==> src/rtl/mcp_send_arb_if.sv <==
// Channel-side and receive-side signals of the multi-cycle-path send arbiter.
// The master modport is the arbiter itself; the slave modport is its environment.
interface mcp_send_arb_if #(
    parameter int WIDTH = 8,
    parameter int NCH   = 4
);
    localparam int GW = $clog2(NCH);

    logic [NCH-1:0]       ch_send;
    logic [NCH*WIDTH-1:0] ch_data;
    logic [NCH-1:0]       ch_ack;
    logic [WIDTH-1:0]     adata;
    logic                 a_en;
    logic                 aq2_ack;
    logic                 busy;
    logic [GW-1:0]        grant_id;
    logic                 err_clr;
    logic                 timeout_err;

    modport master (
        input  ch_send, ch_data, aq2_ack, err_clr,
        output ch_ack, adata, a_en, busy, grant_id, timeout_err
    );

    modport slave (
        output ch_send, ch_data, aq2_ack, err_clr,
        input  ch_ack, adata, a_en, busy, grant_id, timeout_err
    );
endinterface

==> src/rtl/mcp_send_arb.sv <==
// Round-robin arbiter feeding one toggle-enable multi-cycle-path transmitter.
// Define MCP_TIMEOUT_EN to add the sticky acknowledge-timeout flag.
module mcp_send_arb #(
    parameter int WIDTH   = 8,
    parameter int NCH     = 4,
    parameter int TIMEOUT = 255
) (
    input  logic           clk,
    input  logic           rst_n,
    mcp_send_arb_if.master bus
);
    localparam int GW = $clog2(NCH);

    typedef enum logic {IDLE, WAIT_ACK} state_t;

    state_t           state, state_d;
    logic [GW-1:0]    last_grant;
    logic [GW-1:0]    pick;
    logic             found;
    logic             capture;
    logic [WIDTH-1:0] ch_word [NCH];

    for (genvar g = 0; g < NCH; g++) begin : g_unpack
        assign ch_word[g] = bus.ch_data[g*WIDTH +: WIDTH];
    end

    // Search from the channel after the last grant; the first requester found wins.
    always_comb begin
        int            idx;
        logic [GW-1:0] cand;
        // NOTE: every variable gets a default before any branch so no latch is inferred.
        found = 1'b0;
        pick  = last_grant;
        idx   = 0;
        cand  = '0;
        for (int k = 1; k <= NCH; k++) begin
            idx = int'(last_grant) + k;
            if (idx >= NCH) idx = idx - NCH;
            cand = GW'(idx);
            if (!found && bus.ch_send[cand]) begin
                found = 1'b1;
                pick  = cand;
            end
        end
    end

    always_comb begin
        state_d = state;
        capture = 1'b0;
        case (state)
            IDLE: begin
                if (found) begin
                    capture = 1'b1;
                    state_d = WAIT_ACK;
                end
            end
            WAIT_ACK: begin
                if (bus.aq2_ack == bus.a_en) state_d = IDLE;
            end
            default: state_d = IDLE;
        endcase
    end

    always_ff @(posedge clk or negedge rst_n) begin
        // NOTE: registers use non-blocking assignments so every flop samples pre-edge values.
        if (!rst_n) state <= IDLE;
        else        state <= state_d;
    end

    always_ff @(posedge clk or negedge rst_n) begin
        if (!rst_n) begin
            bus.adata    <= '0;
            bus.a_en     <= 1'b0;
            bus.ch_ack   <= '0;
            bus.grant_id <= '0;
            last_grant   <= GW'(NCH - 1);
        end else begin
            bus.ch_ack <= '0;
            if (capture) begin
                bus.adata    <= ch_word[pick];
                bus.a_en     <= ~bus.a_en;
                bus.ch_ack   <= NCH'(1) << pick;
                bus.grant_id <= pick;
                last_grant   <= pick;
            end
        end
    end

    assign bus.busy = (state == WAIT_ACK);

`ifdef MCP_TIMEOUT_EN
    logic [15:0] tmo_cnt;
    logic        tmo_hit;

    // Fires once, on the edge the saturating count reaches TIMEOUT.
    assign tmo_hit = (state == WAIT_ACK) && (tmo_cnt == 16'(TIMEOUT - 1));

    always_ff @(posedge clk or negedge rst_n) begin
        if (!rst_n) begin
            tmo_cnt         <= '0;
            bus.timeout_err <= 1'b0;
        end else begin
            if (capture)
                tmo_cnt <= '0;
            else if (state == WAIT_ACK && tmo_cnt != 16'(TIMEOUT))
                tmo_cnt <= tmo_cnt + 16'd1;

            if (tmo_hit)          bus.timeout_err <= 1'b1;
            else if (bus.err_clr) bus.timeout_err <= 1'b0;
        end
    end
`else
    localparam int unused_timeout = TIMEOUT;
    logic unused_err_clr;

    assign unused_err_clr  = bus.err_clr;
    assign bus.timeout_err = 1'b0;
`endif
endmodule

==> src/flat_wrapper.sv <==
// flat-port wrapper written by rule: the top's interface ports become plain ports
module mcp_send_arb_flat 
#(
    parameter int WIDTH   = 8,
    parameter int NCH     = 4,
    parameter int TIMEOUT = 255
)
  (clk, rst_n, bus_ch_send, bus_ch_data, bus_aq2_ack, bus_err_clr, bus_ch_ack, bus_adata, bus_a_en, bus_busy, bus_grant_id, bus_timeout_err);
  mcp_send_arb_if #(.WIDTH(WIDTH), .NCH(NCH)) bus_i ();
  input  logic clk;
  input  logic rst_n;
  input wire logic [$bits(bus_i.ch_send)-1:0] bus_ch_send;
  input wire logic [$bits(bus_i.ch_data)-1:0] bus_ch_data;
  input wire logic [$bits(bus_i.aq2_ack)-1:0] bus_aq2_ack;
  input wire logic [$bits(bus_i.err_clr)-1:0] bus_err_clr;
  output wire logic [$bits(bus_i.ch_ack)-1:0] bus_ch_ack;
  output wire logic [$bits(bus_i.adata)-1:0] bus_adata;
  output wire logic [$bits(bus_i.a_en)-1:0] bus_a_en;
  output wire logic [$bits(bus_i.busy)-1:0] bus_busy;
  output wire logic [$bits(bus_i.grant_id)-1:0] bus_grant_id;
  output wire logic [$bits(bus_i.timeout_err)-1:0] bus_timeout_err;
  assign bus_i.ch_send = bus_ch_send;
  assign bus_i.ch_data = bus_ch_data;
  assign bus_i.aq2_ack = bus_aq2_ack;
  assign bus_i.err_clr = bus_err_clr;
  assign bus_ch_ack = bus_i.ch_ack;
  assign bus_adata = bus_i.adata;
  assign bus_a_en = bus_i.a_en;
  assign bus_busy = bus_i.busy;
  assign bus_grant_id = bus_i.grant_id;
  assign bus_timeout_err = bus_i.timeout_err;
  mcp_send_arb #(.WIDTH(WIDTH), .NCH(NCH), .TIMEOUT(TIMEOUT)) u_core (.clk(clk), .rst_n(rst_n), .bus(bus_i));
endmodule
==> config.mk <==
export PLATFORM = sky130hd
export DESIGN_NAME = mcp_send_arb_flat
export DESIGN_NICKNAME = d
export VERILOG_FILES = /design/src/rtl/mcp_send_arb_if.sv /design/src/rtl/mcp_send_arb.sv /design/src/flat_wrapper.sv
export SDC_FILE = /design/constraint.sdc
export NUM_CORES = 1
export LEC_CHECK = 0
export BUFFER_PORTS_ARGS = -buffer_cell sky130_fd_sc_hd__buf_2
export CAP_MARGIN = 20
export CORE_MARGIN = 2
export CORE_UTILIZATION = 45
export CTS_CLUSTER_SIZE = 12
export DETAILED_ROUTE_END_ITERATION = 7
export PLACE_DENSITY = 0.79
export SYNTH_ARGS = -nofsm -noshare
export SYNTH_HDL_FRONTEND = slang
export SYNTH_SLANG_ARGS = --single-unit
==> constraint.sdc <==
create_clock -name clk -period 2.5 [get_ports clk]
set_input_delay 0.125 -clock clk [delete_from_list [all_inputs] [get_ports clk]]
set_output_delay 0.125 -clock clk [all_outputs]
set_load 0.03 [all_outputs]
== After elaboration in Yosys (flattened, before gate mapping) ==
Index checks and enable logic that the tools add are counted.

* Bits in registers: 18
* Output and inout port bits: 17
* Word-level logic and storage cells: 62

* Add/sub/neg operators: 8
* Order comparisons: 9
* Eq/ne operators: 1
* Shifts and indexed selects: 1
* Mux-type cells: 28
* Bitwise operators: 3
* Reduce and logical (&&, ||, !) cells: 6

{| class="wikitable"
|+ Operators by type and width
! cell !! count
|-
| $bmux 8 s2 || 1
|-
| $mux 2 || 8
|-
| $mux 8 || 2
|-
| $ge 3x3->1 const B || 4
|-
| $lt 2x3->1 const B || 4
|-
| $mux 1 || 11
|-
| $bmux 1 s2 || 4
|-
| $sub 2x1->2 const B || 4
|-
| $add 2x2->3 const B || 2
|-
| $add 2x3->4 const B || 1
|-
| $ge 4x3->1 const B || 1
|-
| $mux 4 || 1
|-
| $shl 1x2->4 const A || 1
|-
| $add 2x1->3 const B || 1
|-
| $logic_and 1x1->1 || 3
|-
| $logic_not 1->1 || 3
|-
| $not 2->3 || 1
|-
| $not 1->1 || 2
|-
| $pmux 1 s2 || 1
|-
| $eq 1x1->1 || 1
|}

== Logic depth before layout (Yosys ltp) ==
Gate-level depths: netlist of the first run.

* Depth in word-level cells: 19
* Mapped depth: 8
* Gate-level depth less buffers: 5

== Worst setup path after synthesis of the first run ==
No wires, ideal clock.

* Path type: register -> register
* From: register u_core.last_grant[0]
* To: register u_core.bus.adata[0]
* Setup time: 0.104 ns
* Arrival time: 1.703 ns
* Slack: 0.693 ns
* Cell stages (with the launch flop): 7
* Buffers on the path: 1
* Period minus slack after synthesis: 1.807 ns
* Path through: dfstp_2 or2b_2 a21oi_2 nor3_4 buf_6 mux2i_1 o311ai_1

* Longest elaborated chain between the ends: 19
* Elaborated cells between the ends (all ways): 44
* Classes of those cells: 8 x add/sub; 4 x order compare; 25 x mux; 1 x bitwise; 6 x reduce/logical

{| class="wikitable"
|+ Ends and longest elaborated chain
! item !! line !! text
|-
| from (decl) || mcp_send_arb.sv:17 || <nowiki>logic [GW-1:0] last_grant;</nowiki>
|-
| from (signal assigned) || mcp_send_arb.sv:76 || <nowiki>last_grant <= GW'(NCH - 1);</nowiki>
|-
| from (signal assigned) || mcp_send_arb.sv:84 || <nowiki>last_grant <= pick;</nowiki>
|-
| $add 2x1->3 || mcp_send_arb.sv:37 || <nowiki>idx = int'(last_grant) + k;</nowiki>
|-
| $ge 3x3->1 or $sub 2x1->2 (tied branches) || mcp_send_arb.sv:38 || <nowiki>if (idx >= NCH) idx = idx - NCH;</nowiki>
|-
| $mux 2 || mcp_send_arb.sv:38 ||
|-
| $bmux 1 s2 || mcp_send_arb.sv:40 || <nowiki>if (!found && bus.ch_send[cand]) begin</nowiki>
|-
| $mux 1 (not written as such) || mcp_send_arb.sv:40 ||
|-
| $mux 1 || mcp_send_arb.sv:40 ||
|-
| $logic_not 1->1 || mcp_send_arb.sv:40 ||
|-
| $logic_and 1x1->1 || mcp_send_arb.sv:40 ||
|-
| (+2 left out) || n/a ||
|-
| $logic_and 1x1->1 || mcp_send_arb.sv:40 ||
|-
| $mux 1 || mcp_send_arb.sv:40 ||
|-
| $logic_not 1->1 || mcp_send_arb.sv:40 ||
|-
| $logic_and 1x1->1 || mcp_send_arb.sv:40 ||
|-
| $mux 2 || mcp_send_arb.sv:40 ||
|-
| $not 2->3 (not written as such) || mcp_send_arb.sv:80 || <nowiki>bus.adata <= ch_word[pick];</nowiki>
|-
| $bmux 8 s2 || mcp_send_arb.sv:80 ||
|-
| $mux 8 (not written as such) (2 in a row) || mcp_send_arb.sv:80 ||
|-
| to (signal assigned) || mcp_send_arb.sv:80 ||
|-
| to (decl) || mcp_send_arb_if.sv:22 || <nowiki>output ch_ack, adata, a_en, busy, grant_id, timeout_err</nowiki>
|}

Several ways; a longest one is shown, not always the timed one. The select of a mux whose other input is x is not followed.
A chain may end at the register's enable or synchronous reset.

== Worst setup path after layout of the first run ==
* From: register u_core.last_grant[0]
* To: register u_core.bus.adata[7]

Same word-level chain as after synthesis.

==> summary.md, run 1 <==
| Metric | Value |
|---|---|
| Status | `complete, no violations` |
| Core Region | `2450 um2` |
| Crit path arrival time | `2250 ps` |
| Buffers & Inverters on Critical Path | `1` |
| Die X-Extent | `54.6 um` |
| Crit Path Class | `flip-flop to flip-flop` |
| Startpoint class of the critical path | `flip-flop` |
| Placed Cells | `194` |
| TritonCTS clock tree | `yes` |
| Required time of the critical path | `2690 ps` |
| Leakage | `0.712 nW` |
| Final-report hold violation count | `0` |
| Max Cap Viol | `0` |
| IO Pins | `57` |
| Syn_area_per_cell | `10.0 um2` |
| Gr usage total | `18.6%` |
| Sum of negative setup slack | `0 ps` |
| Num CTS Buffers | `3` |
| Layout cell share with drive strength beyond 1 | `47.9%` |
| GRT overflow | `0` |
| Worst rel slew slack | `45.8%` |
| First-pass GRT wire length | `3.92 mm` |
| Synthesized net count | `155` |
| Setup violators final | `0` |
| Yosys cell types | `35` |
| Vias per cell | `5.45` |
| Full die area | `2980 um2` |
| # DRC | `0` |
| Crit. End Element | `flip-flop` |
| Clock Path Buffers | `2` |
| Starting DRC count in detailed routing | `24` |
| IO Port Bufs | `54` |
| Post-Synthesis Cells | `115` |
| Crit-path cells | `nand2b_1 > nor2_1 > a211oi_1 > buf_4 > o311ai_1` |
| CTS HTree Levels | `1` |
| Maximum clock skew at final layout | `7.17 ps` |
| Vias post-DR | `1084` |
| Yosys warns | `0` |
| Final Wtd Congestion | `0.765` |
| Routed wire length | `2.59 mm` |
| Fin util | `59.3%` |
| Pwr dens | `1170 nW/um2` |
| Fmax | `485 MHz` |
| DP HPWL | `2.12 mm` |
| Starting Density | `46.9%` |
| CP max stage cell | `nor2_1` |
| Reg clk slew, reported paths | `90 ps` |
| FP Rows | `18` |
| Worst hold slack | `127 ps` |
| Critical Path Max Stage Delay | `630 ps` |
| Measured slew at the worst slew-check pin | `810 ps` |
| Clk Latency, worst-skew pair | `290 ps` |
| Largest net degree at the start of global routing | `22` |
| VDD IR max | `0.705 mV` |
| DR pass1 iterations | `4` |
| RSZ-0062 raised after global routing | `false` |
| Vias in the first global route | `884` |
| Synth Cell Area | `1150 um2` |
| Period utilisation layout | `82.4%` |
| Final antenna-violating net count | `0` |
| CP max FO | `11` |
| Design Power | `1.71 mW` |
| Initial antenna violation count | `0` |
| Slew Limit Fails | `0` |
| Post-synthesis sequential area ratio | `39.3%` |
| Sink Count | `18` |
| Tmin final | `2060 ps` |
| Final net count | `210` |
| Post-route insts no fill | `199` |
| Ant diodes | `0` |
| Area grow syn2layout | `26.3%` |
| #FFs+latches synth | `18` |
| HP Class | `input pin to flip-flop` |
| Die Ht | `54.6 um` |
| Root Buffer | `clkbuf_4` |
| CP top delay family | `simple AND/OR/NAND/NOR gates` |
| Routed len/inst | `13.0 um` |
[metal layers]
metal / wire length (um) / global-route usage, % / vias up
met5: 0 / 0 / -
met2: 1230 / 29.2 / 45
li1: - / - / 540
met1: 1140 / 25.6 / 495
met4: 49 / 10.0 / 0
met3: 165 / 1.09 / 4
[synth_stat cells, drive strengths merged]
library cell / instances / area share [%]
and3: 1 / 0.98
dfstp: 2 / 4.6
or2b: 1 / 0.76
nor3: 3 / 2.3
conb: 1 / 0.33
a21oi: 4 / 2.1
inv: 1 / 0.33
nor4: 1 / 0.54
or2: 3 / 1.8
dfrtp: 16 / 35
nor2: 9 / 2.9
nand2: 10 / 3.3
o311ai: 8 / 6.1
xnor2: 2 / 1.5
nand2b: 2 / 1.7
and2: 2 / 1.2
mux2i: 9 / 7.8
buf: 8 / 5.9
a21o: 1 / 0.65
a211oi: 1 / 0.65
o31a: 8 / 6.9
nand3: 2 / 0.87
and4: 8 / 6.1
o21ai: 10 / 4.3
clkbuf: 1 / 0.33
a2111oi: 1 / 1.3
[path summary, 6_finish.rpt]
path / from / endpoint / slack [ps] / depth (start not counted)
min reg2reg: u_core.bus.adata[7] / u_core.bus.adata[7] / 490 / 2
min: bus_aq2_ack / u_core.bus.busy / 130 / 3
max: u_core.last_grant[0] / u_core.bus.adata[7] / 440 / 5
max reg2reg: u_core.last_grant[0] / u_core.bus.adata[7] / 440 / 5
max in group asynchronous: rst_n / u_core.last_grant[1] / 1910 / 2
min in group asynchronous: rst_n / u_core.bus.adata[2] / 270 / 2
[cells in the final DEF, fill, tap and decap left out, drive strengths merged]
master        n
buf          58
dfrtp        16
or2           3
a2111oi       1
clkbuf        4
nand2b        2
dlygate4sd3   1
dfstp         2
o311ai        8
nor3          3
and4          8
o31a          8
nand2        10
xnor2         2
nand3         2
and2          2
nor4          1
a211oi        1
a21oi         4
nor2          9
o21ai        10
mux2i         9
and3          1
conb          1
or2b          1
inv           1
a21o          1
[report_power, final]
part           internal, mW  leakage [nW]  switching, mW
logic                 0.405         0.477          0.630
registers             0.437         0.220         0.0894
clock network        0.0621        0.0150         0.0847
[worst reg2reg max path, cell delays in order (launching register included)]
cell and delay, ps:
dfstp_2 400, nand2b_1 170, nor2_1 630, a211oi_1 270
buf_4 240, o311ai_1 260
[cells by family (layout without fill, tap and decap cells)]
| logic type | after synthesis | after routing | synth area share, % |
|---|---|---|---|
| simple gates | 42 | 42 | 22.5 |
| compound gates | 33 | 33 | 22.0 |
| flops | 18 | 18 | 39.3 |
| buf+inv | 10 | 64 | 6.51 |
| mux | 9 | 9 | 7.82 |
| xor+xnor | 2 | 2 | 1.52 |
| other cells | 1 | 1 | 0.325 |
[cell type report]
type	count	area [um2]
clock buffer	4	26.3
fill	245	1000
inverter	1	3.75
multi-input combinational	87	624
sequential	18	453
tap	30	37.5
timing repair buffer	59	310
[registers in the layout (all words and copies together) (netlist names)]
register / cells
u_core.last_grant: 2
u_core.bus.adata: 8
u_core.bus.busy: 1
u_core.bus.ch_ack: 4
u_core.bus.a_en: 1
u_core.bus.grant_id: 2
[metrics by stage]
step                area [um2]  worst slack, ps
finish                    1460              439
global route              1460              261
CTS                       1460              445
detailed placement        1420              452
global placement          1420              543
floorplan                 1150              693
[timing repair]
item,CTS,global route
buffers inserted,0,0
resized for setup,0,0
hold buffers,1,0
endpoints found under the hold margin,16,0
endpoints found under the setup margin,0,0
Power figures use the tool's default switching activity.
==> run 2: changes to the inputs <==
Settings changed: CORE_UTILIZATION 45 to 41, PLACE_DENSITY 0.79 to 0.76.
Clock period 2.5 ns to 1.8 ns, I/O delays scaled along.
==> summary.md, run 2 (synthesis results as in run 1) <==
| Metric | Value |
|---|---|
| Status | `complete, no violations` |
| Critical Path Max Stage Delay | `610 ps (-20 ps)` |
| HP Class | `input pin to flip-flop` |
| Routed len/inst | `13.5 um (+3.8%)` |
| Largest Register | `u_core.bus.adata` |
| Sum of negative setup slack | `0 ps (unchanged)` |
| GRT overflow | `0 (unchanged)` |
| Routed wire length | `2.79 mm (+7.9%)` |
| Start point of the worst hold path | `bus_aq2_ack` |
| Full die area | `3250 um2 (+9.0%)` |
| Final Wtd Congestion | `0.811 (+6.0%)` |
| Clock Path Buffers | `2 (unchanged)` |
| Vias in the first global route | `1072 (+21%)` |
| Largest net degree at the start of global routing | `21 (-4.5%)` |
| Pwr dens | `1660 nW/um2 (+41%)` |
| Starting DRC count in detailed routing | `14 (-42%)` |
| Maximum clock skew at final layout | `10.7 ps (+3.50 ps)` |
| TritonCTS clock tree | `yes` |
| Area grow syn2layout | `36.3%` |
| Final antenna-violating net count | `0 (unchanged)` |
| R2R Path End | `u_core.bus.adata[3]` |
| Placed Cells | `198 (+2.1%)` |
| Layout fillers | `241 (-1.6%)` |
| Fin util | `57.9% (-1.3 points)` |
| IO Pins | `57 (unchanged)` |
| Vias per cell | `5.34 (-1.9%)` |
| Critical Path Sink | `u_core.bus.adata[3]` |
| Layout cell share with drive strength beyond 1 | `54.0% (+6.0 points)` |
| Largest register FFs | `8 (unchanged)` |
| Sink Count | `18 (unchanged)` |
| Design Power | `2.60 mW (+52%)` |
| IO Port Bufs | `54 (unchanged)` |
| Post-route insts no fill | `207 (+4.0%)` |
| Final-report hold violation count | `0 (unchanged)` |
| Most common cell after layout, fill and taps aside | `buf_2` |
| Crit Path Class | `flip-flop to flip-flop` |
| Buffers & Inverters on Critical Path | `1 (unchanged)` |
| Initial antenna violation count | `0 (unchanged)` |
| Clk Latency, worst-skew pair | `290 ps (about the same)` |
| FP Rows | `19 (+1)` |
| Commonest non-fill, non-tap cells in the layout | `buf_2 (54), dfrtp_1 (16), nand2_1 (10), buf_4 (10), nor2_1 (9)` |
| Period utilisation layout | `97.8% (+15 points)` |
| Crit. Startpoint | `u_core.last_grant[1]` |
| Reg2Reg Setup Slack | `40 ps (-400 ps)` |
| # DRC | `0 (unchanged)` |
| Tmin final | `1760 ps (-300 ps)` |
| Starting Density | `42.5% (-4.4 points)` |
| Reg clk slew, reported paths | `100 ps (about the same)` |
| Required time of the critical path | `2000 ps (-690 ps)` |
| CP top delay family | `flip-flops` |
| Crit-path cells | `nand2b_4 > and3_4 > nor3_4 > buf_12 > mux2i_4 > o311ai_2` |
| Die Ht | `57.0 um (+4.4%)` |
| VDD IR max | `0.994 mV (+41%)` |
| CTS HTree Levels | `1 (unchanged)` |
| DP HPWL | `2.28 mm (+7.7%)` |
| Fmax | `568 MHz (+17%)` |
| Die X-Extent | `57.0 um (+4.4%)` |
| CP max stage cell | `dfstp_2` |
| Worst-case reg-to-reg path depth | `6 (+1)` |
| RSZ-0062 raised after global routing | `true` |
| Core Region | `2710 um2 (+10%)` |
| Ant diodes | `0 (unchanged)` |
| Setup violators final | `0 (unchanged)` |
| Final net count | `217 (+3.3%)` |
| Num CTS Buffers | `3 (unchanged)` |
| DR pass1 iterations | `4 (unchanged)` |
| Vias post-DR | `1106 (+2.0%)` |
| Worst R2R Start | `u_core.last_grant[1]` |
| CP max FO | `11 (unchanged)` |
| Root Buffer | `clkbuf_4` |
| Leakage | `0.757 nW (+6.4%)` |
| Slew Limit Fails | `0 (unchanged)` |
| Startpoint class of the critical path | `flip-flop` |
| Stages on the worst setup path | `6 (+1)` |
| Crit. End Element | `flip-flop` |
| Largest registers in the final layout | `u_core.bus.adata: 8 flops, u_core.bus.ch_ack: 4 flops` |
| Gr usage total | `18.1% (-0.54 points)` |
| Crit path arrival time | `1960 ps (-290 ps)` |
| Max Cap Viol | `0 (unchanged)` |
| First-pass GRT wire length | `4.67 mm (+19%)` |
run 2: cell count changes in the layout (fill, tap and decap cells not counted), sizes merged:
cell  previous run  this run
buf             58        65
run 2: worst register-to-register path, cell delays in order, from the launching register on:
cell and delay [ps]:
dfstp_2 610, nand2b_4 150, and3_4 240, nor3_4 60, buf_12 160, mux2i_4 190
o311ai_2 260
run 2: what timing repair did:
item,in CTS,in global routing
endpoints found under the hold margin,16,0
setup buffers,0,4
pin swaps,1,2
hold buffers,1,0
setup endpoints to repair,4,8
gates resized for setup,4,13
run 2: power by group:
group / switching, mW / internal [mW] / total (mW) / leakage [nW]
registers: 0.118 / 0.606 / 0.724 / 0.220
clock network: 0.116 / 0.0861 / 0.202 / 0.0150
logic: 0.969 / 0.706 / 1.68 / 0.523
run 2: worst min path at each step:
stage                                        end  slack, ps  cells after the start
after global routing             u_core.bus.busy        120                      3
after global placement    u_core.bus.grant_id[1]         30                      1
final                            u_core.bus.busy        120                      3
after floorplan                  u_core.bus.a_en       -210                      0
after detailed placement     u_core.bus.adata[4]         40                      1
after CTS                        u_core.bus.busy        100                      3
run 2: per-layer routing:
metal / wire length [um] / up-vias / GRT usage (%)
li1: - / 554 / -
met1: 1150 / 518 / 21.8
met2: 1450 / 32 / 33.0
met3: 161 / 2 / 1.81
met4: 27 / 0 / 6.98
met5: 0 / - / 0
run 2: layout make-up:
class | instances | area, um2 | share of cell area (%)
sequential | 18 | 453 | 28.8
multi-input combinational | 87 | 673 | 42.9
timing repair buffer | 66 | 375 | 23.9
clock buffer | 4 | 26.3 | 1.67
tap | 31 | 38.8 | 2.47
inverter | 1 | 3.75 | 0.239
run 2: through the flow:
step           hold WS, ps  area (um2)  setup slack [ps]
2_1_floorplan         -206        1160              39.6
3_3_place_gp          30.1        1460             -8.67
3_5_place_dp          35.8        1460             -78.3
4_1_cts                102        1500             -11.3
5_1_grt                124        1570             -46.4
6_report               118        1570              39.0
